`src/rtl/sram_port_arbiter.sv`:
```
// Shares the single-ported external SRAM between instruction fetch and the
// memory stage; fixed-length accesses, one-cycle acks, per-stage stall requests.
module sram_port_arbiter #(
  parameter int ADDR_W        = 20,
  parameter int ACCESS_CYCLES = 2
) (
  input  logic              cpu_clk_50M,
  input  logic              cpu_rst_n,
  input  logic              flush,
  input  logic              if_req,
  input  logic [ADDR_W-1:0] if_addr,
  output logic              if_ack,
  output logic [31:0]       if_rdata,
  input  logic              mem_req,
  input  logic              mem_we,
  input  logic [3:0]        mem_be,
  input  logic [ADDR_W-1:0] mem_addr,
  input  logic [31:0]       mem_wdata,
  output logic              mem_ack,
  output logic [31:0]       mem_rdata,
  output logic              stall_req_if,
  output logic              stall_req_mem,
  output logic              sram_ce,
  output logic              sram_we,
  output logic [3:0]        sram_be,
  output logic [ADDR_W-1:0] sram_addr,
  output logic [31:0]       sram_wdata,
  input  logic [31:0]       sram_rdata
);

  typedef enum logic [1:0] {IDLE = 2'd0, IF_ACC = 2'd1, MEM_ACC = 2'd2} state_t;

  localparam logic [3:0] CNT_LOAD = 4'(ACCESS_CYCLES - 1);

  state_t     state, state_next;
  logic [3:0] cnt;
  logic       last_grant;
  logic       flush_seen;
  logic       if_elig, mem_elig;
  logic       grant_if, grant_mem, access_done;

  assign stall_req_if  = if_req & ~if_ack;
  assign stall_req_mem = mem_req & ~mem_ack;

  // A requester in its ack cycle is not eligible, so a held req is never re-granted;
  // under contention the side that did not win last time is preferred.
  always_comb begin
    if_elig     = if_req & ~if_ack & ~flush;
    mem_elig    = mem_req & ~mem_ack;
    grant_if    = 1'b0;
    grant_mem   = 1'b0;
    access_done = 1'b0;
    state_next  = state;
    case (state)
      IDLE: begin
        if (mem_elig && (!if_elig || !last_grant)) begin
          grant_mem  = 1'b1;
          state_next = MEM_ACC;
        end else if (if_elig) begin
          grant_if   = 1'b1;
          state_next = IF_ACC;
        end
      end
      IF_ACC, MEM_ACC: begin
        if (cnt == 4'd0) begin
          access_done = 1'b1;
          state_next  = IDLE;
        end
      end
      default: state_next = IDLE;
    endcase
  end

  always_ff @(posedge cpu_clk_50M or negedge cpu_rst_n) begin
    if (!cpu_rst_n) state <= IDLE;
    else            state <= state_next;
  end

  // A flush seen in any IF_ACC cycle (including the last) drops the fetch result.
  always_ff @(posedge cpu_clk_50M or negedge cpu_rst_n) begin
    if (!cpu_rst_n) begin
      cnt        <= 4'd0;
      last_grant <= 1'b0;
      flush_seen <= 1'b0;
      if_ack     <= 1'b0;
      mem_ack    <= 1'b0;
      if_rdata   <= 32'd0;
      mem_rdata  <= 32'd0;
      sram_ce    <= 1'b0;
      sram_we    <= 1'b0;
      sram_be    <= 4'd0;
      sram_addr  <= '0;
      sram_wdata <= 32'd0;
    end else begin
      if_ack  <= 1'b0;
      mem_ack <= 1'b0;
      if (grant_if) begin
        sram_ce    <= 1'b1;
        sram_we    <= 1'b0;
        sram_be    <= 4'hF;
        sram_addr  <= if_addr;
        cnt        <= CNT_LOAD;
        last_grant <= 1'b0;
      end else if (grant_mem) begin
        sram_ce    <= 1'b1;
        sram_we    <= mem_we;
        sram_be    <= mem_be;
        sram_addr  <= mem_addr;
        sram_wdata <= mem_wdata;
        cnt        <= CNT_LOAD;
        last_grant <= 1'b1;
      end else if (access_done) begin
        sram_ce    <= 1'b0;
        sram_we    <= 1'b0;
        sram_be    <= 4'd0;
        flush_seen <= 1'b0;
        if (state == IF_ACC) begin
          if (!(flush_seen || flush)) begin
            if_ack   <= 1'b1;
            if_rdata <= sram_rdata;
          end
        end else begin
          mem_ack <= 1'b1;
          if (!sram_we) mem_rdata <= sram_rdata;
        end
      end else if (state != IDLE) begin
        cnt <= cnt - 4'd1;
        if (state == IF_ACC && flush) flush_seen <= 1'b1;
      end
    end
  end

endmodule

```
`config.mk`:
```
export PLATFORM = sky130hd
export DESIGN_NAME = sram_port_arbiter
export DESIGN_NICKNAME = d
export VERILOG_FILES = /design/src/rtl/sram_port_arbiter.sv
export SDC_FILE = /design/constraint.sdc
export NUM_CORES = 1
export LEC_CHECK = 0
export ABC_AREA = 1
export CORE_MARGIN = 2
export CORE_UTILIZATION = 42
export CTS_CLUSTER_SIZE = 12
export DETAILED_ROUTE_END_ITERATION = 7
export GPL_TIMING_DRIVEN = 0
export PLACE_DENSITY = 0.79
export SYNTH_ARGS = -nofsm -noshare
export SYNTH_HDL_FRONTEND = slang
export SYNTH_SLANG_ARGS = --single-unit
export TNS_END_PERCENT = 1
```
`constraint.sdc`:
```
create_clock -name cpu_clk_50M -period 2.13 [get_ports cpu_clk_50M]
set_input_delay 0.213 -clock cpu_clk_50M [delete_from_list [all_inputs] [get_ports cpu_clk_50M]]
set_output_delay 0.213 -clock cpu_clk_50M [all_outputs]
set_load 0.01 [all_outputs]
```
; ---- Word level (Yosys, flattened, before mapping)
; Index checks and enable logic that the tools add are counted.
; Widths: inputs -> output; s select.
[op_classes]
n_reduce_logical = 21
muxes = 39
eq_ne = 5
add_sub_neg = 1
n_bitwise = 11
[op_table]
columns = op, count
row1 = $mux 20, 2
row2 = $mux 4, 7
row3 = $mux 1, 26
row4 = $reduce_and 5->1, 2
row5 = $not 1->1, 8
row6 = $reduce_bool 2->1, 4
row7 = $mux 2, 3
row8 = $ne 3x3->1 const B, 2
row9 = $reduce_and 2->1, 3
row10 = $reduce_bool 3->1, 2
row11 = $logic_not 4->1, 1
row12 = $pmux 2 s2, 1
row13 = $reduce_and 4->1, 1
row14 = $sub 4x1->4 const B, 1
row15 = $and 1x1->1, 3
row16 = $eq 2x1->1 const B, 1
row17 = $eq 2x2->1 const B, 1
row18 = $logic_and 1x1->1, 2
row19 = $logic_not 1->1, 2
row20 = $logic_not 2->1, 1
row21 = $logic_or 1x1->1, 2
row22 = $ne 2x2->1 const B, 1
row23 = $reduce_or 2->1, 1
[totals]
word_cells = 90
in_bits = 114
out_inout_bits = 126
ff_bits = 132

; ---- Depth between registers and ports, before layout
[depth]
word_depth = 10
mapped_depth = 10
mapped_depth_nobuf = 8

; ---- Least setup slack after synthesis
; No wires, ideal clock.
[synth_timing]
path_kind = register to register
startpoint = register state[0]
endpoint = register mem_rdata[10]
path_stages_with_launch = 9
required_ps = 2014
setup_time_ps = 116
synth_period_minus_slack_ps = 1569
slack_ps = 561
path_buffers = 1
arrival_ps = 1452
cell_sequence = dfrtp_1 inv_1 ha_1 nand4_1 inv_1 nand4_1 buf_2 nand2_1 nand2_1
[synth_between]
elab_chain_len = 4
word_cells_on_any_way = 11
classes_between = 2 x eq/ne / 3 x mux / 3 x bitwise / 3 x reduce/logical
[synth_rtl]
columns = element, line_no
row1 = from (decl), 35  ; state_t state, state_next;
row2 = from (signal assigned), 76  ; else state <= state_next;
row3 = $eq 2x1->1 (tied with other cells), "54, 117"
row4 = $reduce_or 2->1 or $mux 1 (tied branches), 54  ; case (state)
row5 = $mux 1 or $not 1->1 (tied branches), -
row6 = $reduce_and 5->1 (no source line) *, -
row7 = to (signal assigned), 124  ; if (!sram_we) mem_rdata <= sram_rdata;
row8 = to (decl), 20  ; output logic [31:0] mem_rdata,
; Mark *: on every way between the ends. The rest lies on a longest branch, timed or not.
; A chain may end at the register's enable or synchronous reset.

; ---- Final worst setup path
[layout_timing]
startpoint = register cnt[0]
endpoint = register if_rdata[23]
[layout_between]
elab_chain_len = 4
[layout_rtl]
columns = element, line_no
row1 = from (decl), 36  ; logic [3:0] cnt;
row2 = from (signal assigned), 127  ; cnt <= cnt - 4'd1;
row3 = $logic_not 4->1, 65  ; if (cnt == 4'd0) begin
row4 = $mux 1, 65
row5 = $mux 1, 54
row6 = $reduce_and 5->1 (no source line), -
row7 = to (signal assigned), 120  ; if_rdata <= sram_rdata;
row8 = to (decl), 13  ; output logic [31:0] if_rdata,
; No other way between the ends.

==> flow_summary.yaml <==
floorplanning:
  dieArea_sq_um: 13600
  core-area_sq_um: 12500
  io_pins: 240
  die_h_microns: 117
  rows: 41
  initial_core_util_pct: 42.6
  die_width_microns: 117
finish:
  layout_commonest_cell: "nand2_1"
  fin_nets: 996
  area_delta_synth_final_pct: 59.7
  final_cells: 1061
  antenna_cells: 0
  fill_cells: 1023
  final_cell_mix: "nand2_1, clkdlybuf4s50_1, dfrtp_1"
  post-route-cell-area_sq_um: 8520
  layout-drive-gt1-share_pct: 6.86
global_routing:
  grt_antenna_before_repair: 0
  grt_pass1_vias: 4856
  overflow: 0
  track_usage_pct: 23.3
  grt_pass1_wl_microns: 24100
  grt_max_degree: 70
critical_path:
  critical_path_arrival_ns: 2.29
  worstSetupEndpointType: "flop"
  critPathLaunchType: "flop"
  crit_path_start: "cnt[0]"
  crit_type: "reg -> reg"
  crit_fanout: 10
  r2r_start: "cnt[0]"
  required_ns: 2.48
synthesis:
  synth_top_cell_area_share_pct: 61.9
  synth_fa_ha_area_share_pct: 0.938
  synth_area_leader_cell: "dfrtp_1"
  synth_xor_area_share_pct: 0.164
  synthTopCellsByArea: "dfrtp_1, nand2_1, nand3_1, inv_1, buf_2"
  synthesis.nets: 735
  netlist_instances: 617
  synth.distinct_cells: 21
  ys_ff_latch: 132
  synth_top_family_by_area: "simple AND/OR/NAND/NOR gates"
  syn_area_sq_um: 5330
  yosys.area_share.simple_pct: 31.6
  seq_area_frac_synth_pct: 61.9
  synth-compound-area-share_pct: 0.821
  synth.area.mux_share_pct: 0
  syn_avg_cell_area_sq_um: 8.64
  yosys_warnings: 0
clock_tree:
  htreeDepth: 4
  cts_tree: "yes"
  clock_latency_ns: 0.43
  numCtsBuffers: 17
  cts.sinks: 132
  cts.root.buffer_cell: "clkbuf_16"
  clockBufferDepth: 2
  clkTransAtPathRegs_ns: 0.05
timing:
  slew_viol_final: 0
  fin_tns_setup_ns: 0
  setup_viol_count_final: 0
  min_period_ns: 1.94
  period_share_pct: 91.0
  rsz0062_at_grt: "false"
  timing.fmax_ghz: 0.516
  worst_pin_slew_ns: 0.592
  clock-skew-final_ns: 0.0126
  hold_viol_final: 0
  relSlewSlack_pct: 60.6
place:
  port_buffers: 239
  placed_area_sq_um: 7970
  placedCellCount: 1029
  hpwl_microns: 11100
  gp_congestion: 0.860
outcome:
  status: "finished clean"
job:
  maxCapViolCount: 0
detailed_routing:
  wl_per_cell_microns: 14.5
  num_vias: 4809
  ant_nets: 0
  via_per_inst: 4.53
  route.detailed.drc: 0
  wl_microns: 15400
  dr.first_iter.drc_count: 382
  first_pass_iters: 4
pwr:
  clkPwrFrac_pct: 22.0
  power.internal_mw: 7.95
  ir_drop_uv: 767
  powerDensity_nw_per_um2: 1410
  seq_power_share_pct: 35.4
  switching_share_pct: 33.9
  p_sw_mw: 4.08
  power_frac_comb_pct: 42.6
  p_leak_nw: 4.25
worst_hold_path:
  hold_class: "in -> reg"
  hp-start: "mem_wdata[7]"
==> flip-flops by register name, summed over array words and instances, names as in the netlist <==
| signal | flops |
|---|---|
| flush_seen | 1 |
| cnt | 4 |
| sram_be | 4 |
| if_ack | 1 |
| if_rdata | 32 |
| mem_ack | 1 |
| sram_ce | 1 |
| state | 2 |
| last_grant | 1 |
| mem_rdata | 32 |
| sram_we | 1 |
| sram_wdata | 32 |
| sram_addr | 20 |
==> Yosys cell counts <==
| cell | n |
|---|---|
| nand3_1 | 30 |
| nand2_1 | 381 |
| nor2_4 | 1 |
| xor2_1 | 1 |
| buf_4 | 4 |
| inv_2 | 3 |
| o21ai_0 | 3 |
| buf_6 | 4 |
| nand3_4 | 1 |
| inv_1 | 18 |
| nand4_1 | 4 |
| dfrtp_1 | 132 |
| nor2_1 | 7 |
| o31ai_1 | 1 |
| ha_1 | 4 |
| clkinv_1 | 1 |
| nand3_2 | 2 |
| or2_2 | 1 |
| o211ai_4 | 1 |
| buf_2 | 13 |
| clkbuf_1 | 5 |
==> logic make-up after synthesis <==
| logic type | count (synthesis) |
|---|---|
| and+or+nand+nor | 427 |
| DFF | 132 |
| buffers and inverters | 48 |
| AOI/OAI and AO/OA | 5 |
| adders and majority gates | 4 |
| xor gates and xnor gates | 1 |
==> power by group through the flow <==
| stage | Clock [mW] | Sequential, mW | Combinational (mW) |
|---|---|---|---|
| 3_3_place_gp | 0 | 4.26 | 5.03 |
| 6_report | 2.65 | 4.26 | 5.13 |
| 4_1_cts | 2.67 | 4.26 | 5.18 |
| 3_5_place_dp | 0 | 4.26 | 5.14 |
| 2_1_floorplan | 0 | 4.74 | 1.67 |
| 5_1_grt | 2.79 | 4.39 | 5.64 |
==> metrics by stage <==
stage	hold slack (ns)	utilization [%]	power (mW)	worst slack [ns]
after floorplan	-0.0826	-	6.42	0.561
after global placement	0.461	63.4	9.29	-4.44
after detailed placement	0.245	63.7	9.40	0.0270
after CTS	0.310	68.0	12.1	0.0407
after global routing	0.332	68.1	12.8	0.0213
final	0.320	68.1	12.0	0.192
==> final timing paths <==
| kind | endpoint | slack, ns | depth (start not counted) |
|---|---|---|---|
| max reg2reg | if_rdata[23] | 0.19 | 9 |
| max | if_rdata[23] | 0.19 | 9 |
| min reg2reg | sram_wdata[15] | 0.47 | 2 |
| max in group asynchronous | sram_addr[18] | 1.05 | 3 |
| min | sram_wdata[7] | 0.32 | 3 |
| min in group asynchronous | mem_rdata[8] | 0.34 | 2 |
==> critical path, cell delays in order (launching register included) <==
cell     delay [ns]
dfrtp_1        0.38
inv_1          0.14
ha_1           0.20
nand4_1        0.25
nor2_1         0.19
nand3_2        0.18
inv_2          0.17
buf_4          0.21
nand2_1        0.08
nand2_1        0.06
==> cell type report <==
type	count	area [sq um]	share of cell area (%)
flip-flops and latches	132	3300	38.8
clock buffers	25	505	5.93
multi-input cells	437	1790	21.0
repair buffers	242	2440	28.6
inverters	22	82.6	0.969
well taps	172	215	2.53
clock inverters	5	25.0	0.294
plain buffers	26	159	1.87
==> timing repair <==
action,CTS,global route
gates resized for setup,0,1
hold buffers,1,0
setup buffers,0,1
setup endpoints to repair,0,30
endpoints found under the hold margin,63,0
==> layer usage <==
layer | vias up | GRT usage, % | share of wire, %
li1 | 2402 | - | -
met1 | 2222 | 28.9 | 42
met2 | 164 | 37.5 | 48
met3 | 21 | 8.25 | 7.7
met4 | 0 | 9.33 | 1.8
met5 | - | 0 | 0
Power figures use the tool's default switching activity.
